[config.mk]
export PLATFORM = sky130hd
export DESIGN_NAME = branch_unit_flat
export DESIGN_NICKNAME = d
export VERILOG_FILES = /design/src/rtl/branch_unit_if.sv /design/src/rtl/branch_unit.sv /design/src/flat_wrapper.sv
export SDC_FILE = /design/constraint.sdc
export NUM_CORES = 1
export LEC_CHECK = 0
export ABC_AREA = 1
export CELL_PAD_IN_SITES_DETAIL_PLACEMENT = 2
export CELL_PAD_IN_SITES_GLOBAL_PLACEMENT = 2
export CORE_ASPECT_RATIO = 0.8
export CORE_MARGIN = 2
export CORE_UTILIZATION = 35
export CTS_BUF_LIST = sky130_fd_sc_hd__clkbuf_8
export DETAILED_ROUTE_END_ITERATION = 6
export PLACE_DENSITY = 0.85
export SLEW_MARGIN = 20
export SYNTH_ARGS = -nofsm -noshare
export SYNTH_HDL_FRONTEND = slang
export SYNTH_SLANG_ARGS = --single-unit
export TNS_END_PERCENT = 20
[constraint.sdc]
create_clock -name clk -period 3.05 [get_ports clk]
set_input_delay 0.305 -clock clk [delete_from_list [all_inputs] [get_ports clk]]
set_output_delay 0.305 -clock clk [all_outputs]
set_load 0.01 [all_outputs]
[src/rtl/branch_unit_if.sv]
// Bundle between the core pipeline and the branch unit: fetch-side prediction,
// resolve-side compare flags, and the outcome/statistics returned to the core.
interface branch_unit_if #(
    parameter int unsigned PC_W  = 32,
    parameter int unsigned CNT_W = 16
);
    logic [PC_W-1:0]  fetch_pc;
    logic             pred_taken;
    logic             branch;
    logic [2:0]       funct3;
    logic             ZF;
    logic             SF;
    logic             OF;
    logic             CF;
    logic [PC_W-1:0]  res_pc;
    logic             res_pred;
    logic             PCSrc;
    logic             mispredict;
    logic             illegal_br;
    logic [CNT_W-1:0] br_count;
    logic [CNT_W-1:0] mp_count;

    modport master (
        output fetch_pc, branch, funct3, ZF, SF, OF, CF, res_pc, res_pred,
        input  pred_taken, PCSrc, mispredict, illegal_br, br_count, mp_count
    );

    modport slave (
        input  fetch_pc, branch, funct3, ZF, SF, OF, CF, res_pc, res_pred,
        output pred_taken, PCSrc, mispredict, illegal_br, br_count, mp_count
    );
endinterface

[src/rtl/branch_unit.sv]
// RV32I conditional-branch resolver with a bimodal 2-bit-counter predictor and
// saturating counters for resolved branches and mispredictions.
module branch_unit #(
    parameter int unsigned PC_W       = 32,
    parameter int unsigned IDX_W      = 6,
    parameter int unsigned CNT_W      = 16,
    parameter logic [1:0]  INIT_STATE = 2'b01
) (
    input logic          clk,
    input logic          rst_n,
    branch_unit_if.slave bus
);
    localparam int unsigned Depth = 2 ** IDX_W;
    localparam logic [CNT_W-1:0] CntMax = '1;
    localparam logic [CNT_W-1:0] CntOne = {{(CNT_W-1){1'b0}}, 1'b1};

    logic [1:0]       tbl_q [Depth];
    logic [1:0]       tbl_d [Depth];
    logic [CNT_W-1:0] br_cnt_q, br_cnt_d;
    logic [CNT_W-1:0] mp_cnt_q, mp_cnt_d;

    logic             taken;
    logic             legal;
    logic             upd;
    logic             mp;
    logic [IDX_W-1:0] fetch_idx;
    logic [IDX_W-1:0] res_idx;
    logic [1:0]       entry_cur;
    logic [1:0]       entry_nxt;
    logic             unused_pc;

    // Word-aligned PCs: drop bits [1:0], alias everything above the index.
    assign fetch_idx = bus.fetch_pc[IDX_W+1:2];
    assign res_idx   = bus.res_pc[IDX_W+1:2];
    assign unused_pc = ^{bus.fetch_pc[1:0], bus.fetch_pc[PC_W-1:IDX_W+2],
                         bus.res_pc[1:0], bus.res_pc[PC_W-1:IDX_W+2]};

    always_comb begin
        taken = 1'b0;
        legal = 1'b1;
        case (bus.funct3)
            3'b000:  taken = bus.ZF;
            3'b001:  taken = ~bus.ZF;
            3'b100:  taken = bus.SF ^ bus.OF;
            3'b101:  taken = ~(bus.SF ^ bus.OF);
            3'b110:  taken = bus.CF;
            3'b111:  taken = ~bus.CF;
            default: legal = 1'b0;
        endcase
    end

    assign upd = bus.branch & legal;
    assign mp  = upd & (taken != bus.res_pred);

    assign bus.PCSrc      = bus.branch & taken;
    assign bus.illegal_br = bus.branch & ~legal;
    assign bus.mispredict = mp;
    // Read is from the registered table, so a same-cycle update is not bypassed.
    assign bus.pred_taken = tbl_q[fetch_idx][1];
    assign bus.br_count   = br_cnt_q;
    assign bus.mp_count   = mp_cnt_q;

    always_comb begin
        entry_cur = tbl_q[res_idx];
        entry_nxt = entry_cur;
        if (taken) begin
            if (entry_cur != 2'b11) entry_nxt = entry_cur + 2'b01;
        end else begin
            if (entry_cur != 2'b00) entry_nxt = entry_cur - 2'b01;
        end
        tbl_d = tbl_q;
        if (upd) tbl_d[res_idx] = entry_nxt;
    end

    always_comb begin
        br_cnt_d = br_cnt_q;
        mp_cnt_d = mp_cnt_q;
        if (upd && br_cnt_q != CntMax) br_cnt_d = br_cnt_q + CntOne;
        if (mp && mp_cnt_q != CntMax)  mp_cnt_d = mp_cnt_q + CntOne;
    end

    always_ff @(posedge clk or negedge rst_n) begin
        if (!rst_n) begin
            for (int unsigned i = 0; i < Depth; i++) tbl_q[i] <= INIT_STATE;
            br_cnt_q <= '0;
            mp_cnt_q <= '0;
        end else begin
            tbl_q    <= tbl_d;
            br_cnt_q <= br_cnt_d;
            mp_cnt_q <= mp_cnt_d;
        end
    end
endmodule
[src/flat_wrapper.sv]
// flat-port wrapper written by rule: the top's interface ports become plain ports
module branch_unit_flat 
#(
    parameter int unsigned PC_W       = 32,
    parameter int unsigned IDX_W      = 6,
    parameter int unsigned CNT_W      = 16,
    parameter logic [1:0]  INIT_STATE = 2'b01
)
  (clk, rst_n, bus_fetch_pc, bus_branch, bus_funct3, bus_ZF, bus_SF, bus_OF, bus_CF, bus_res_pc, bus_res_pred, bus_pred_taken, bus_PCSrc, bus_mispredict, bus_illegal_br, bus_br_count, bus_mp_count);
  branch_unit_if #(.PC_W(PC_W), .CNT_W(CNT_W)) bus_i ();
  input logic clk;
  input logic rst_n;
  input wire logic [$bits(bus_i.fetch_pc)-1:0] bus_fetch_pc;
  input wire logic [$bits(bus_i.branch)-1:0] bus_branch;
  input wire logic [$bits(bus_i.funct3)-1:0] bus_funct3;
  input wire logic [$bits(bus_i.ZF)-1:0] bus_ZF;
  input wire logic [$bits(bus_i.SF)-1:0] bus_SF;
  input wire logic [$bits(bus_i.OF)-1:0] bus_OF;
  input wire logic [$bits(bus_i.CF)-1:0] bus_CF;
  input wire logic [$bits(bus_i.res_pc)-1:0] bus_res_pc;
  input wire logic [$bits(bus_i.res_pred)-1:0] bus_res_pred;
  output wire logic [$bits(bus_i.pred_taken)-1:0] bus_pred_taken;
  output wire logic [$bits(bus_i.PCSrc)-1:0] bus_PCSrc;
  output wire logic [$bits(bus_i.mispredict)-1:0] bus_mispredict;
  output wire logic [$bits(bus_i.illegal_br)-1:0] bus_illegal_br;
  output wire logic [$bits(bus_i.br_count)-1:0] bus_br_count;
  output wire logic [$bits(bus_i.mp_count)-1:0] bus_mp_count;
  assign bus_i.fetch_pc = bus_fetch_pc;
  assign bus_i.branch = bus_branch;
  assign bus_i.funct3 = bus_funct3;
  assign bus_i.ZF = bus_ZF;
  assign bus_i.SF = bus_SF;
  assign bus_i.OF = bus_OF;
  assign bus_i.CF = bus_CF;
  assign bus_i.res_pc = bus_res_pc;
  assign bus_i.res_pred = bus_res_pred;
  assign bus_pred_taken = bus_i.pred_taken;
  assign bus_PCSrc = bus_i.PCSrc;
  assign bus_mispredict = bus_i.mispredict;
  assign bus_illegal_br = bus_i.illegal_br;
  assign bus_br_count = bus_i.br_count;
  assign bus_mp_count = bus_i.mp_count;
  branch_unit #(.PC_W(PC_W), .IDX_W(IDX_W), .CNT_W(CNT_W), .INIT_STATE(INIT_STATE)) u_core (.clk(clk), .rst_n(rst_n), .bus(bus_i));
endmodule
# Yosys cells after proc, flatten, opt, wreduce, memory -nomap -nowiden
# Index checks and enable logic that the tools add are counted.
[op_classes]
shift = 0
n_mux = 14
magnitude_cmp = 3
reduce_logical = 6
eq_ne = 9
bitwise_logic = 11
n_addsub = 4
n_div = 0
multipliers = 0
[ops]
columns = ["cell", "count"]
rows = [
  ["bitwise mux 128 bit", 1],
  ["adder 16 x 1 -> 16 bit, second input constant", 2],
  ["inequality test 16 bit, second input constant", 2],
  ["binary-select mux 2 bit (select 6 bit)", 2],
  ["two-way mux 2 bit", 8],
  ["greater-or-equal comparator 7 bit, second input constant", 2],
  ["NOT 6 -> 7 bit", 2],
  ["demux 2 bit (select 6 bit)", 1],
  ["== test 3 bit, second input constant", 4],
  ["< comparator 7 x 1 -> 1 bit, second input constant", 1],
  ["case mux 1 bit (6 select lines)", 1],
  ["OR reduction 6 bit", 1],
  ["bitwise AND 1 bit", 4],
  ["NOT 1 bit", 4],
  ["== test 3 x 1 -> 1 bit, second input constant", 1],
  ["logical AND 1 bit", 3],
  ["logical NOT 3 bit", 1],
  ["adder 2 x 1 -> 2 bit, second input constant", 1],
  ["inequality test 2 bit, second input constant", 1],
  ["nonzero test 2 bit", 1],
  ["subtractor 2 x 1 -> 2 bit, second input constant", 1],
  ["two-way mux 1 bit", 1],
  ["inequality test 1 bit", 1],
  ["XOR 1 bit", 1],
]
[totals]
n_memories = 0
regBits = 160
latch_bits = 0
output_inout_bits = 36
romBits = 0
ram_bits = 0

# Depth between registers and ports, before layout
# Gate-level depths: netlist of the first run.
[depth]
ltp_word = 8
mapped_depth = 18
depth_no_buf = 16

# Worst setup path after synthesis of the first run
# Ideal clock, no wire load.
[synth_timing]
path_kind = "flip-flop to flip-flop"
startpoint = "register u_core.mp_cnt_q[0] (netlist: u_core.bus.mp_count[0])"
endpoint = "register u_core.mp_cnt_q[12] (netlist: u_core.bus.mp_count[12])"
n_path_buf = 1
path_stages_with_launch = 10
synth_period_minus_slack_ns = 1.915
setup_slack_ns = 1.135
setup_time_ns = 0.067
arrival_ns = 1.848
path_cell_list = "dfrtp_1 ha_1 nor3b_1 nand2_1 nor2_1 nand4_2 nand2_1 buf_2 nand2_1 nand2_1"
[synth_via]
elab_chain_cells = 2
word_cells_on_any_way = 3
[synth_rtl]
columns = ["item", "line_no", "source"]
rows = [
  ["start, declared", "branch_unit.sv:20", "logic [CNT_W-1:0] mp_cnt_q, mp_cnt_d;"],
  ["start signal, assigned", "branch_unit.sv:90", "mp_cnt_q <= mp_cnt_d;"],
  ["branches (longest 2 deep; another with adder 16 x 1 -> 16 bit)", "--", ""],
]
# Several ways; the timed one is not identified.
# A chain may end at the register's enable or synchronous reset.

# Worst setup path in the final report of the first run
[layout_timing]
startpoint = "input bus_fetch_pc[3]"
endpoint = "output bus_pred_taken"
[layout_via]
elab_chain_cells = 4
[layout_rtl]
columns = ["item", "line_no", "source"]
rows = [
  ["start, declared", "flat_wrapper.sv:13", "input wire logic [$bits(bus_i.fetch_pc)-1:0] bus_fetch_pc;"],
  ["NOT 6 -> 7 bit (implied by the code)", "branch_unit.sv:59", "assign bus.pred_taken = tbl_q[fetch_idx][1];"],
  ["binary-select mux 2 bit (select 6 bit)", "branch_unit.sv:59", ""],
  ["two-way mux 2 bit (implied by the code) (2 in series)", "branch_unit.sv:59", ""],
  ["end, declared", "flat_wrapper.sv:22", "output wire logic [$bits(bus_i.pred_taken)-1:0] bus_pred_taken;"],
]
# Every way passes these cells. The select of a mux whose other input is x is not followed.

==> results of run 1 <==
-- metal layers --
metal,vias up,GRT usage [%],part of all wire (%)
met5,-,0,0
met4,0,10.4,2.6
met3,62,3.80,4.4
met2,235,47.6,47
met1,5013,38.0,45
li1,4502,-,-
-- through the flow --
stage	power [mW]	instance area [um^2]	worst slack (ns)
floorplan	3.39	9470	1.13
global placement	3.95	10700	0.129
detailed placement	4.02	10700	0.00194
CTS	5.78	11200	0.0643
global route	6.03	11200	0.117
finish	5.73	11200	0.307
-- sequential cells by signal, summed over array words and instances, names as in the netlist --
name	cells
u_core.tbl_q	128
u_core.bus.mp_count	16
u_core.bus.br_count	16
-- cell type report --
cell class	instances	share of cell area [%]
Tap cell	357	4.00
Sequential cell	160	36.6
Inverter	150	5.04
Clock buffer	18	2.22
Clock inverter	14	1.41
Timing Repair Buffer	114	10.2
Multi-Input combinational cell	1047	40.6
-- final timing paths --
check | endpoint | slack [ns] | cells past startpoint
max | bus_pred_taken | 0.31 | 9
min | u_core.tbl_q[37]$_DFFE_PN0P_ | 0.34 | 2
max reg2reg | u_core.bus.mp_count[10]$_DFFE_PN0P_ | 0.70 | 8
min reg2reg | u_core.tbl_q[94]$_DFFE_PN1P_ | 0.47 | 2
max in group asynchronous | u_core.tbl_q[116]$_DFFE_PN1P_ | 1.90 | 3
min in group clk | u_core.tbl_q[94]$_DFFE_PN1P_ | 0.47 | 2
-- timing repair --
action	4_1_cts	5_1_grt
endpoints found under the setup margin	0	1
endpoints found under the hold margin	24	0
hold buffers	1	0
buffers inserted	0	0
gates resized for setup	0	5
-- worst max-delay path: stages --
cell and delay (ns):
clkdlybuf4s50_1 0.51, buf_12 0.21, o21ai_0 0.11, o21ai_0 0.28
o211ai_1 0.15, nand3_1 0.11, nand3b_1 0.08, nand2_1 0.13
clkdlybuf4s50_1 0.55
-- cell families after synthesis --
logic type	after synthesis
buffers and inverters	201
flip-flops	160
AO/OA/AOI/OAI	89
AND/OR/NAND/NOR	924
adder cells (fa/ha/maj)	2
XOR/XNOR	32
-- cells in the mapped netlist --
library cell and instances:
nand2_1 639, nand3_1 124, buf_1 1, nor3b_1 1, xor2_1 19, or2_0 2, o21ai_1 5, o21ai_0 47
buf_4 2, clkbuf_1 16, nand4_2 1, inv_1 146, nor2_1 115, dfrtp_1 96, clkinv_1 1, nor4_1 1
or2_1 6, nor2_2 4, nand3b_1 2, dfstp_2 64, buf_2 24, nand2_2 2, ha_1 2, nand2_4 1
a21oi_1 17, o211ai_1 20, nor3_1 16, nand4_1 8, or2_2 2, inv_2 3, buf_6 8, xnor2_1 13
-- power by group through the flow --
stage	clock, mW	sequential, mW	combinational (mW)
6_report	1.72	2.67	1.34
5_1_grt	1.84	2.71	1.49
4_1_cts	1.76	2.67	1.35
3_5_place_dp	0	2.70	1.32
3_3_place_gp	0	2.68	1.26
2_1_floorplan	0	2.66	0.724
==> results.md, run 1 <==
* Status: complete, no violations
* Slew HR at around three fifths
* IO buf count at 58
* Final Non-Filler Cells at 1860
* Warnings, synthesis at 0
* Setup crit start kind: primary input
* RSZ-0062 raised after global routing: false
* Residual DRC at 0
* Pin count of the biggest net entering global routing at 50
* Core Region at 0.0265 mm^2
* Area delta synth->final at 18.0%
* Pwr per Cell Area at 513 mW/mm^2
* Max Freq at 0.365 GHz
* Post-Synthesis Cells at 1408
* DRT antenna net count at 0
* Most common cell after layout, fill and taps aside: nand2_1
* Crit share post-route at between 80% and 90%
* Die width at 188 um
* # diodes at 0
* Switching share of total power at 35.3%
* Hold WS at roughly 0.34 ns
* Critical Path RT at 2.74 ns
* Post-Synth Adder-Cell Area at 0.264%
* FF+latch count, synth at 160
* Pleak at 5.46 nW
* FP Rows at 53
* Setup TNS at 0 ns
* Compound-Gate Fraction of Synth Area at 5.23%
* Pre-antenna DRT Iters at 5
* Routability Congestion at 0.817
* GRT overflow at 0
* DR iter-0 viols at between 600 and 700
* Sequential power share at a little under half
* Ports at approximately 110
* Maximum VDD drop at 291 uV
* Worst setup EP type: output pin
* Root Driver: clkbuf_8
* Clock Pin Slew Worst Setup and Hold Paths at 0.10 ns
* Synth Net Count at ~1500
* H-Tree Depth at 4
* Yosys top cell area share at 25.4%
* Critical Path Fanout Max at 32
* Via density at 5.28
* Final core utilization at 42.2%
* Die area at roughly 0.028 mm^2
* Fill cells at 3148
* Arrival time worst endpoint at 2.44 ns
* Min Tclk post-route at 2.74 ns
* Int Pwr at between 3 and 4 mW
* MaxCap Viol Count at 0
* Clock sink total at 160
* Area leader, netlist: dfrtp_1
* Syn avg cell area at 6.73 um^2
* Final setup vio count at 0
* Antenna violations before repair at 0
* Mux cell area share after synthesis at 0%
* Netlist cell types at 32
* Worst Tran Pin Value at 0.587 ns
* Worst Skew at 0.0280 ns
* Switching power at around 2.0 mW
* Synth Area in XOR/XNOR at 2.96%
* Clk network pwr share at 30.1%
* Worst r2r src: u_core.bus.mp_count[0]$_DFFE_PN0P_
* Worst Hold Class: primary input to asynchronous set/reset pin
* Effective utilization at floorplan at 35.8%
* CTS tree: built
* Worst-Skew Late Latency at 0.52 ns
* CTS max path bufs at 2
* Largest family of logic cells by synthesized area: simple AND/OR/NAND/NOR gates
* Synth Area in Simple Gates at between 30 and 40%
* Sequential fraction of the synthesis area at around 43%
* Dpl hpwl at 26100 um
* Synthesized area at 0.00947 mm^2
* Detailed Route WL at 38200 um
* Combinational Power Share at about a quarter
* Final Max Slew Viols at 0
* Via count at just under 10000
* Die H at 151 um
* Crit path launch: bus_fetch_pc[3]
* FF+latch area at 0.00408 mm^2
* Global-route wire length before repair at ~61000 um
* Wire length per cell after detailed routing at 20.5 um
* Total GRT Usage at 28.5%
* Synth top area cells: dfrtp_1 (25%), nand2_1 (25%), dfstp_2 (18%)
* Placed Cells at around 1800
* Multi-input logic area at 0.00454 mm^2
* Critical path type: primary input to output pin
* Vias in the first global route at 10900
* Hold Vio Cnt, Final at 0
* Number of CTS-inserted buffers at 17
* Commonest cells after routing, fill and taps aside: nand2_1 (639), inv_1 (147), nand3_1 (123)
* Final #Nets at 1567
* Layout cells sized above 1 at about 11%
(Power assumes the default switching activity.)
==> run 2, diff against run 1 <==
--- a/config.mk
+++ b/config.mk
@@ -10,10 +10,11 @@
 export CELL_PAD_IN_SITES_GLOBAL_PLACEMENT = 2
 export CORE_ASPECT_RATIO = 0.8
 export CORE_MARGIN = 2
-export CORE_UTILIZATION = 35
+export CORE_UTILIZATION = 29
 export CTS_BUF_LIST = sky130_fd_sc_hd__clkbuf_8
 export DETAILED_ROUTE_END_ITERATION = 6
-export PLACE_DENSITY = 0.85
+export PLACE_DENSITY = 0.75
+export REMOVE_ABC_BUFFERS = 1
 export SLEW_MARGIN = 20
 export SYNTH_ARGS = -nofsm -noshare
 export SYNTH_HDL_FRONTEND = slang
==> constraint.sdc (replaced) <==
create_clock -name clk -period 2.3 [get_ports clk]
set_input_delay 0.23 -clock clk [delete_from_list [all_inputs] [get_ports clk]]
set_output_delay 0.23 -clock clk [all_outputs]
set_load 0.01 [all_outputs]
==> run 2 against run 1 <==
Worst hold slack worse by 0.069 ns. Total power is 32% higher. Clock skew is 0.0071 ns lower. Global-route usage is 4.9 points lower. Final cell count is 5.6% higher. Via count is 1.4% lower. Clock-buffer cell count is 1 lower. Clock power is 24% higher. Sequential share of layout area is 1.4 points lower. Highest routed layer unchanged.
==> results.md, run 2 (same netlist as run 1, synthesis figures left out) <==
* Die width at approximately 200 um
* Commonest cells after routing, fill and taps aside: nand2_1 (638), inv_1 (144), nand3_1 (122)
* Final WS setup at 0.0685 ns
* Power Total at ~7.6 mW
* Largest register FFs at 128
* CP Cell Sequence: inv_2 -> a21oi_2 -> o21ai_1 -> o21ai_1 -> o211ai_1 -> nand3_1 -> nand3_2 -> nand2_2 -> buf_6
* Detailed Route WL at 38300 um
* Worst setup EP type: output pin
* Worst Tran Pin Value at 0.595 ns
* Via count at 9674
* IO buf count at between 50 and 60
* DRT antenna net count at 0
* Crit-path max cell delay at 0.40 ns
* Die H at between 150 and 200 um
* Final Non-Filler Cells at roughly 2000
* # diodes at 0
* Switching power at about 2.7 mW
* Critical Path RT at 2.07 ns
* H-Tree Depth at 4
* Largest Register: u_core.tbl_q
* Worst Skew at 0.0209 ns
* Root Driver: clkbuf_8
* Global-route wire length before repair at around 62000 um
* Ports at 111
* Finished Cell Area at 0.0116 mm^2
* Effective utilization at floorplan at 29.3%
* Switching share of total power at a little over a third
* Residual DRC at 0
* Wire length per cell after detailed routing at 19.5 um
* Clock sink total at 160
* WP buf/inv at 2
* CTS tree: built
* Final Max Slew Viols at 0
* DR iter-0 viols at around 590
* Vias in the first global route at 10800
* Status: complete, no violations
* Placed Area at 0.0112 mm^2
* Core Region at 0.0323 mm^2
* Maximum VDD drop at 353 uV
* RSZ-0062 raised after global routing: true
* Max Freq at 0.448 GHz
* Pre-CTS setup slack at -0.390 ns
* Final #Nets at about 1600
* Fill cells at 3880
* Placed Cells at just under 2000
* Worst-Skew Late Latency at 0.52 ns
* CTS max path bufs at 2
* Number of CTS-inserted buffers at 17
* Setup crit start kind: flip-flop
* Layout cells sized above 1 at between 10% and 20%
* FP Rows at a little under 60
* Hold Vio Cnt, Final at 0
* Pre-antenna DRT Iters at 5
* Worst Hold Class: primary input to asynchronous set/reset pin
* MaxCap Viol Count at 0
* Via density at 4.92
* Antenna violations before repair at 0
* Clk network pwr share at roughly 28%
* Total GRT Usage at between 20% and 30%
* Hold WS at ~0.27 ns
* GRT overflow at 0
* Dpl hpwl at 27600 um
* Min Tclk post-route at 2.23 ns
* Combinational Power Share at 24.7%
* Critical Path Fanout Max at 2
* Clock Pin Slew Worst Setup and Hold Paths at around 0.10 ns
* Pwr per Cell Area at 650 mW/mm^2
* Critical path type: flip-flop to output pin
* Final setup vio count at 0
* Pleak at ~5.7 nW
* Most used cell along the critical path: o21ai_1
* Slowest-stage cell, CP: dfrtp_1
* Int Pwr at approximately 4.9 mW
* Area delta synth->final at 22.8%
* Die area at around 0.034 mm^2
* Sequential power share at 46.9%
* Pin count of the biggest net entering global routing at between 50 and 60
* Arrival time worst endpoint at 2.00 ns
* Slew HR at 60.3%
* Top delay family on crit path: compound AO/OA/AOI/OAI gates
* Routability Congestion at 0.857
* Most common cell after layout, fill and taps aside: nand2_1
* Crit share post-route at a little over nine tenths
==> run 2: changes by cell type in the layout (fill, tap and decap cells not counted), sizes merged, moves of 2 or more <==
| cell | before | now |
|---|---|---|
| clkdlybuf4s50 | 55 | 52 |
| clkinvlp | 4 | 2 |
| clkinv | 3 | 8 |
| buf | 57 | 94 |
==> run 2: worst paths after layout <==
check	from	endpoint	slack [ns]	cells after the start
worst max-delay path	u_core.tbl_q[13]$_DFFE_PN0P_	bus_pred_taken	0.07	9
worst min-delay path	rst_n	u_core.tbl_q[101]$_DFFE_PN0P_	0.27	2
worst max register to register	u_core.tbl_q[47]$_DFFE_PN0P_	u_core.tbl_q[120]$_DFFE_PN1P_	0.18	12
worst min register to register	u_core.tbl_q[108]$_DFFE_PN1P_	u_core.tbl_q[108]$_DFFE_PN1P_	0.47	2
max in group asynchronous	rst_n	u_core.tbl_q[88]$_DFFE_PN1P_	1.29	3
min in group clk	u_core.tbl_q[108]$_DFFE_PN1P_	u_core.tbl_q[108]$_DFFE_PN1P_	0.47	2
==> run 2: area by class of cell <==
type	count	area, um^2	share of cell area [%]
multi-input cells	1047	4570	39.3
repair buffers	149	1500	12.9
well taps	427	534	4.60
inverters	150	563	4.84
clock buffers	17	234	2.01
flip-flops and latches	160	4080	35.1
clock inverters	15	136	1.17
==> run 2: power groups by stage <==
stage | logic (mW) | clock network, mW | registers (mW)
2_1_floorplan | 0.833 | 0 | 3.53
3_3_place_gp | 1.80 | 0 | 3.57
4_1_cts | 1.89 | 2.19 | 3.55
6_report | 1.87 | 2.14 | 3.55
3_5_place_dp | 1.87 | 0 | 3.59
5_1_grt | 2.08 | 2.31 | 3.59
==> run 2: stage by stage <==
| stage | TNS, ns | utilization, % |
|---|---|---|
| floorplan | -107.27 | - |
| global placement | -33.72 | 34.6 |
| detailed placement | -46.44 | 34.6 |
| CTS | 0 | 35.8 |
| global route | -0.0518 | 36.0 |
| finish | 0 | 36.0 |
==> run 2: what timing repair did <==
item	4_1_cts	5_1_grt
endpoints found under the hold margin	26	0
setup buffers	0	1
endpoints found under the setup margin	2	109
resized for setup	10	14
pin swaps	3	6
hold buffers	1	0
==> run 2: metal layers <==
layer / share of wire, % / global-route usage [%] / wire [um]
met1: 48 / 32.1 / 18300
met5: 0 / 0 / 0
met3: 2.3 / 3.05 / 893
met4: 1.5 / 6.02 / 570
met2: 48 / 39.6 / 18600
==> run 3, diff against run 2 <==
--- a/config.mk
+++ b/config.mk
@@ -10,11 +10,13 @@
 export CELL_PAD_IN_SITES_GLOBAL_PLACEMENT = 2
 export CORE_ASPECT_RATIO = 0.8
 export CORE_MARGIN = 2
-export CORE_UTILIZATION = 29
+export CORE_UTILIZATION = 33
 export CTS_BUF_LIST = sky130_fd_sc_hd__clkbuf_8
 export DETAILED_ROUTE_END_ITERATION = 6
+export DONT_BUFFER_PORTS = 1
 export PLACE_DENSITY = 0.75
 export REMOVE_ABC_BUFFERS = 1
+export SETUP_SLACK_MARGIN = 0.1
 export SLEW_MARGIN = 20
 export SYNTH_ARGS = -nofsm -noshare
 export SYNTH_HDL_FRONTEND = slang
==> run 3 against run 2 <==
The run now ends with negative hold slack left. Die area fell by 12%. Worst hold slack lost 0.84 ns. Sequential power barely moved. Utilization rose by 2.1 points. Worst setup slack gained 0.11 ns. Combinational power down 20%. Clock skew increased by 0.00052 ns. Critical path depth fell by 3. Clock power increased by 4%. Sequential cell count stayed put. Cell area decreased by 7.4%. Critical path type unchanged. Critical endpoint unchanged. Largest cell class unchanged. Highest routed layer unchanged.
==> results.md, run 3 (same netlist as run 1, synthesis figures left out) <==
* Final Max Slew Viols at 0
* CTS max path bufs at 2
* H-Tree Depth at 4
* Commonest cells after routing, fill and taps aside: nand2_1 (637), inv_1 (146), nand3_1 (123)
* Most common cell after layout, fill and taps aside: nand2_1
* Worst Hold Class: primary input to asynchronous set/reset pin
* Wire length per cell after detailed routing at 19.7 um
* Pwr per Cell Area at 674 mW/mm^2
* Root Driver: clkbuf_8
* Detailed Route WL at 36100 um
* Largest register FFs at 128
* Setup TNS at 0 ns
* Dpl hpwl at approximately 25000 um
* Status: finished with violations
* Pin count of the biggest net entering global routing at 161
* DRT antenna net count at 0
* Fill cells at 3454
* Failing checks: negative hold slack
* Hold WS at -0.571 ns
* Arrival time worst endpoint at roughly 1.9 ns
* Vias in the first global route at a little over 10000
* Setup crit start kind: flip-flop
* Crit share post-route at 92.1%
* Core Region at 0.0283 mm^2
* Routability Congestion at ~0.79
* Max Freq at 0.472 GHz
* Placed Area at 0.0103 mm^2
* DR iter-0 viols at 462
* Worst-Skew Late Latency at 0.49 ns
* Die area at approximately 0.030 mm^2
* Ports at 111
* Reg2Reg Depth at 12
* Number of CTS-inserted buffers at 17
* Slew HR at 63.3%
* Pleak at 5.35 nW
* Total setup buffers inserted after CTS at 0
* RSZ-0062 raised after global routing: true
* Die width at 193 um
* Clock Pin Slew Worst Setup and Hold Paths at around 0.11 ns
* Maximum VDD drop at 409 uV
* Total GRT Usage at 24.9%
* Critical path type: flip-flop to output pin
* Critical Path Fanout Max at 3
* Final setup vio count at 0
* Clock sink total at 160
* Final Non-Filler Cells at 1834
* Pre-antenna DRT Iters at 5
* Effective utilization at floorplan at about a third
* FP Rows at 55
* Worst setup EP type: output pin
* MaxCap Viol Count at 0
* Finished Cell Area at 0.0108 mm^2
* Antenna violations before repair at 0
* Via density at between 5 and 6
* Critical Path RT at 2.07 ns
* Largest Register: u_core.tbl_q
* CTS tree: built
* Multi-input logic area at 0.00458 mm^2
* IO buf count at 0
* Placed Cells at 1802
* GRT overflow at 0
* Area delta synth->final at 13.7%
* Layout cells sized above 1 at 13.2%
* Worst Tran Pin Value at 0.546 ns
* # diodes at 0
* Residual DRC at 0
* Hold Vio Cnt, Final at between 150 and 200
* Die H at approximately 160 um
* Min Tclk post-route at 2.12 ns
* Power Total at around 7.3 mW
* Final #Nets at 1528
* Global-route wire length before repair at slightly below 60000 um
* Worst Skew at approximately 0.021 ns
* FF+latch area at 0.00408 mm^2
* Via count at 9387
[run 3: cell count changes in the layout (fill, tap and decap cells not counted), moves of 3 or more]
cell	before	now
buf_4	71	65
clkdlybuf4s50_1	52	0
buf_6	3	0
buf_12	19	10
[run 3: area by class of cell]
class                           instances  share of cell area (%)
Timing Repair Buffer                   75                    6.39
Multi-Input combinational cell       1047                    42.5
Clock buffer                           17                    2.17
Tap cell                              370                    4.30
Clock inverter                         15                    1.49
Inverter                              150                    5.23
Sequential cell                       160                    37.9
[run 3: worst max-delay path: stages (launching register included)]
cell	delay, ns
dfrtp_1	0.43
o21ai_0	0.22
o21ai_0	0.13
o211ai_1	0.29
nand3_1	0.13
nand3_1	0.10
nand2_2	0.11
[run 3: per-stage QoR]
step / setup slack [ns] / hold WS, ns / util (%)
finish: 0.183 / -0.571 / 38.1
floorplan: -1.07 / -0.0656 / -
global placement: 0.135 / -0.0574 / 36.5
CTS: 0.103 / -0.616 / 38.0
global route: 0.0746 / -0.614 / 38.1
detailed placement: 0.0768 / -0.0570 / 36.5
[run 3: repair_timing]
action                                 in CTS  in global routing
setup endpoints to repair                   1                132
endpoints found under the hold margin     160                160
pin swaps                                   2                  8
resized for setup                           2                 15
[run 3: where the power goes]
group | leakage (nW) | internal (mW) | switching (mW)
registers | 1.97 | 3.25 | 0.305
clock network | 0.196 | 0.977 | 1.24
logic | 3.18 | 0.557 | 0.930
total | 5.35 | 4.78 | 2.48
[run 3: final timing paths]
path                                          startpoint                                   to  slack, ns
max in group asynchronous                          rst_n         u_core.tbl_q[54]$_DFFE_PN1P_       2.53
hold reg to reg            u_core.tbl_q[124]$_DFFE_PN1P_        u_core.tbl_q[124]$_DFFE_PN1P_       0.47
hold / removal                                     rst_n         u_core.tbl_q[69]$_DFFE_PN0P_      -0.57
setup / recovery            u_core.tbl_q[15]$_DFFE_PN0P_                       bus_pred_taken       0.18
min in group clk                              bus_branch  u_core.bus.br_count[12]$_DFFE_PN0P_       0.11
setup reg to reg            u_core.tbl_q[97]$_DFFE_PN0P_        u_core.tbl_q[124]$_DFFE_PN1P_       0.26
[run 3: layer usage]
layer	wire (um)	GRT usage [%]	vias to the layer above
li1	-	-	4418
met1	17200	33.9	4769
met2	16900	41.6	167
met3	1470	4.42	33
met4	493	5.31	0
met5	0	0	-
==> RTL change: new RTL, config.mk and constraints of run 2 <==
Put a register stage on the output `bus.pred_taken`. The value now appears one clock later.
--- a/src/rtl/branch_unit.sv
+++ b/src/rtl/branch_unit.sv
@@ -57,5 +57,7 @@
     assign bus.mispredict = mp;
     // Read is from the registered table, so a same-cycle update is not bypassed.
-    assign bus.pred_taken = tbl_q[fetch_idx][1];
+    always_ff @(posedge clk) begin
+        bus.pred_taken <= tbl_q[fetch_idx][1];
+    end
     assign bus.br_count   = br_cnt_q;
     assign bus.mp_count   = mp_cnt_q;
Function: changed (a bounded check fails within 4 cycles, from zero or initial values and one cycle with rst_n low).
==> RTL change against run 2 <==
  * Clock power decreased by 2%
  * Final area increased by 0.13%
  * Fmax increased by 4.3%
  * Largest cell class unchanged
  * Die area increased by 0.21%
  * Power decreased by 0.44%
  * Sequential cell count increased by 1
  * Sequential share of layout area increased by 0.13 points
  * Highest routed layer unchanged
  * First-iteration DRC count decreased by 30%
  * Worst setup slack improved by 91 ps
  * Routed wire length decreased by 1.2%
  * Synthesized area increased by 0.21%
==> RTL change: results (changes against run 2) <==
critical_path:
  cpMaxStageDelayCell: "clkdlybuf4s50_1"
  arrival_ps: 2530  # +530 ps
  worstPathMaxFanout: 31  # +29
  slowest_delay_ps: 460  # +60 ps
layout:
  final_nets: 1606  # +0.25%
  fill_cells: 3911  # +0.80%
  clock_area_share_pct: 3.07  # -0.11 points
  non_clock_buffer_count: 152  # +2.0%
  multi_input_area_um2: 4540  # -0.68%
grt:
  use_met3_pct: 4.00  # +0.95 points
  grt_pass1_wl_um: 61300  # -0.75%
  antenna_found_initial: 1  # +1
  met2_usage_pct: 38.2  # -1.3 points
  grt_pass1_vias: 11000  # +1.9%
  met1_usage_pct: 31.4  # -0.69 points
  grtUsageTotal_pct: 23.3  # -0.34 points
detailed_routing:
  wl_met2_um: 18000  # -3.2%
  drt_wl_total_um: 37900  # -1.2%
  wl_met3_um: 1390  # +55%
  m1WireLength_um: 17800  # -2.9%
yosys:
  yosysUniqueCellTypes: 33  # +3.1%
  synth_seq_area_share_pct: 43.2  # +0.12 points
outcome:
  status: "finished, final reports clean"
clock_tree:
  clock-sinks: 161  # +0.63%
place:
  gp_congestion: 0.804  # -6.1%
  dp_hpwl_um: 27700  # +0.52%
  dp_slack_ps: -415  # -25.8 ps
sta:
  slew_headroom_pct: 61.0  # +0.64 points
power:
  ir_drop_mv: 0.362  # +2.5%
==> RTL change: critical path, delay by kind of cell <==
kind | cells | cell delay, ps
buffers and inverters | 5 | 1140
and+or+nand+nor | 10 | 920
AOI/OAI and AO/OA | 1 | 220
==> RTL change: path summary, 6_finish.rpt <==
kind	startpoint	end	slack, ps	depth (start not counted)
setup / recovery	bus_res_pc[4]	u_core.tbl_q[63]	160	16
hold / removal	rst_n	u_core.tbl_q[77]	270	2
max in group asynchronous	rst_n	u_core.tbl_q[116]	1250	3
min in group clk	bus_fetch_pc[7]	u_core.bus.pred_taken	470	3
setup reg to reg	u_core.tbl_q[97]	u_core.tbl_q[63]	180	12
hold reg to reg	u_core.tbl_q[16]	u_core.tbl_q[16]	470	2
==> RTL change: stage by stage <==
stage | instance area [um2] | std cells | hold WS, ps
floorplan | 9200 | 1358 | -65.6
global placement | 11300 | 1936 | 253
detailed placement | 11300 | 1936 | 256
CTS | 11600 | 1969 | 272
global route | 11600 | 1969 | 288
finish | 11600 | 1969 | 273
==> RTL change: power by group <==
| group | switching [mW] | total (mW) | internal, mW | leakage, nW |
|---|---|---|---|---|
| registers | 0.273 | 3.54 | 3.27 | 1.98 |
| logic | 1.12 | 1.89 | 0.774 | 3.54 |
| clock network | 1.31 | 2.09 | 0.777 | 0.186 |
| total | 2.70 | 7.52 | 4.82 | 5.70 |
==> RTL change: timing repair <==
action | CTS | global route
gates resized for setup | 2 | 1
hold buffers | 1 | 0
setup endpoints to repair | 2 | 91
hold endpoints to repair | 30 | 0
==> RTL change: logic make-up after synthesis <==
family / count (synthesis) / synth area share (%)
buffers and inverters: 201 / 8.98
AOI/OAI and AO/OA: 89 / 5.22
DFF: 161 / 43.2
xor gates and xnor gates: 32 / 2.95
adders and majority gates: 2 / 0.264
and+or+nand+nor: 924 / 39.3
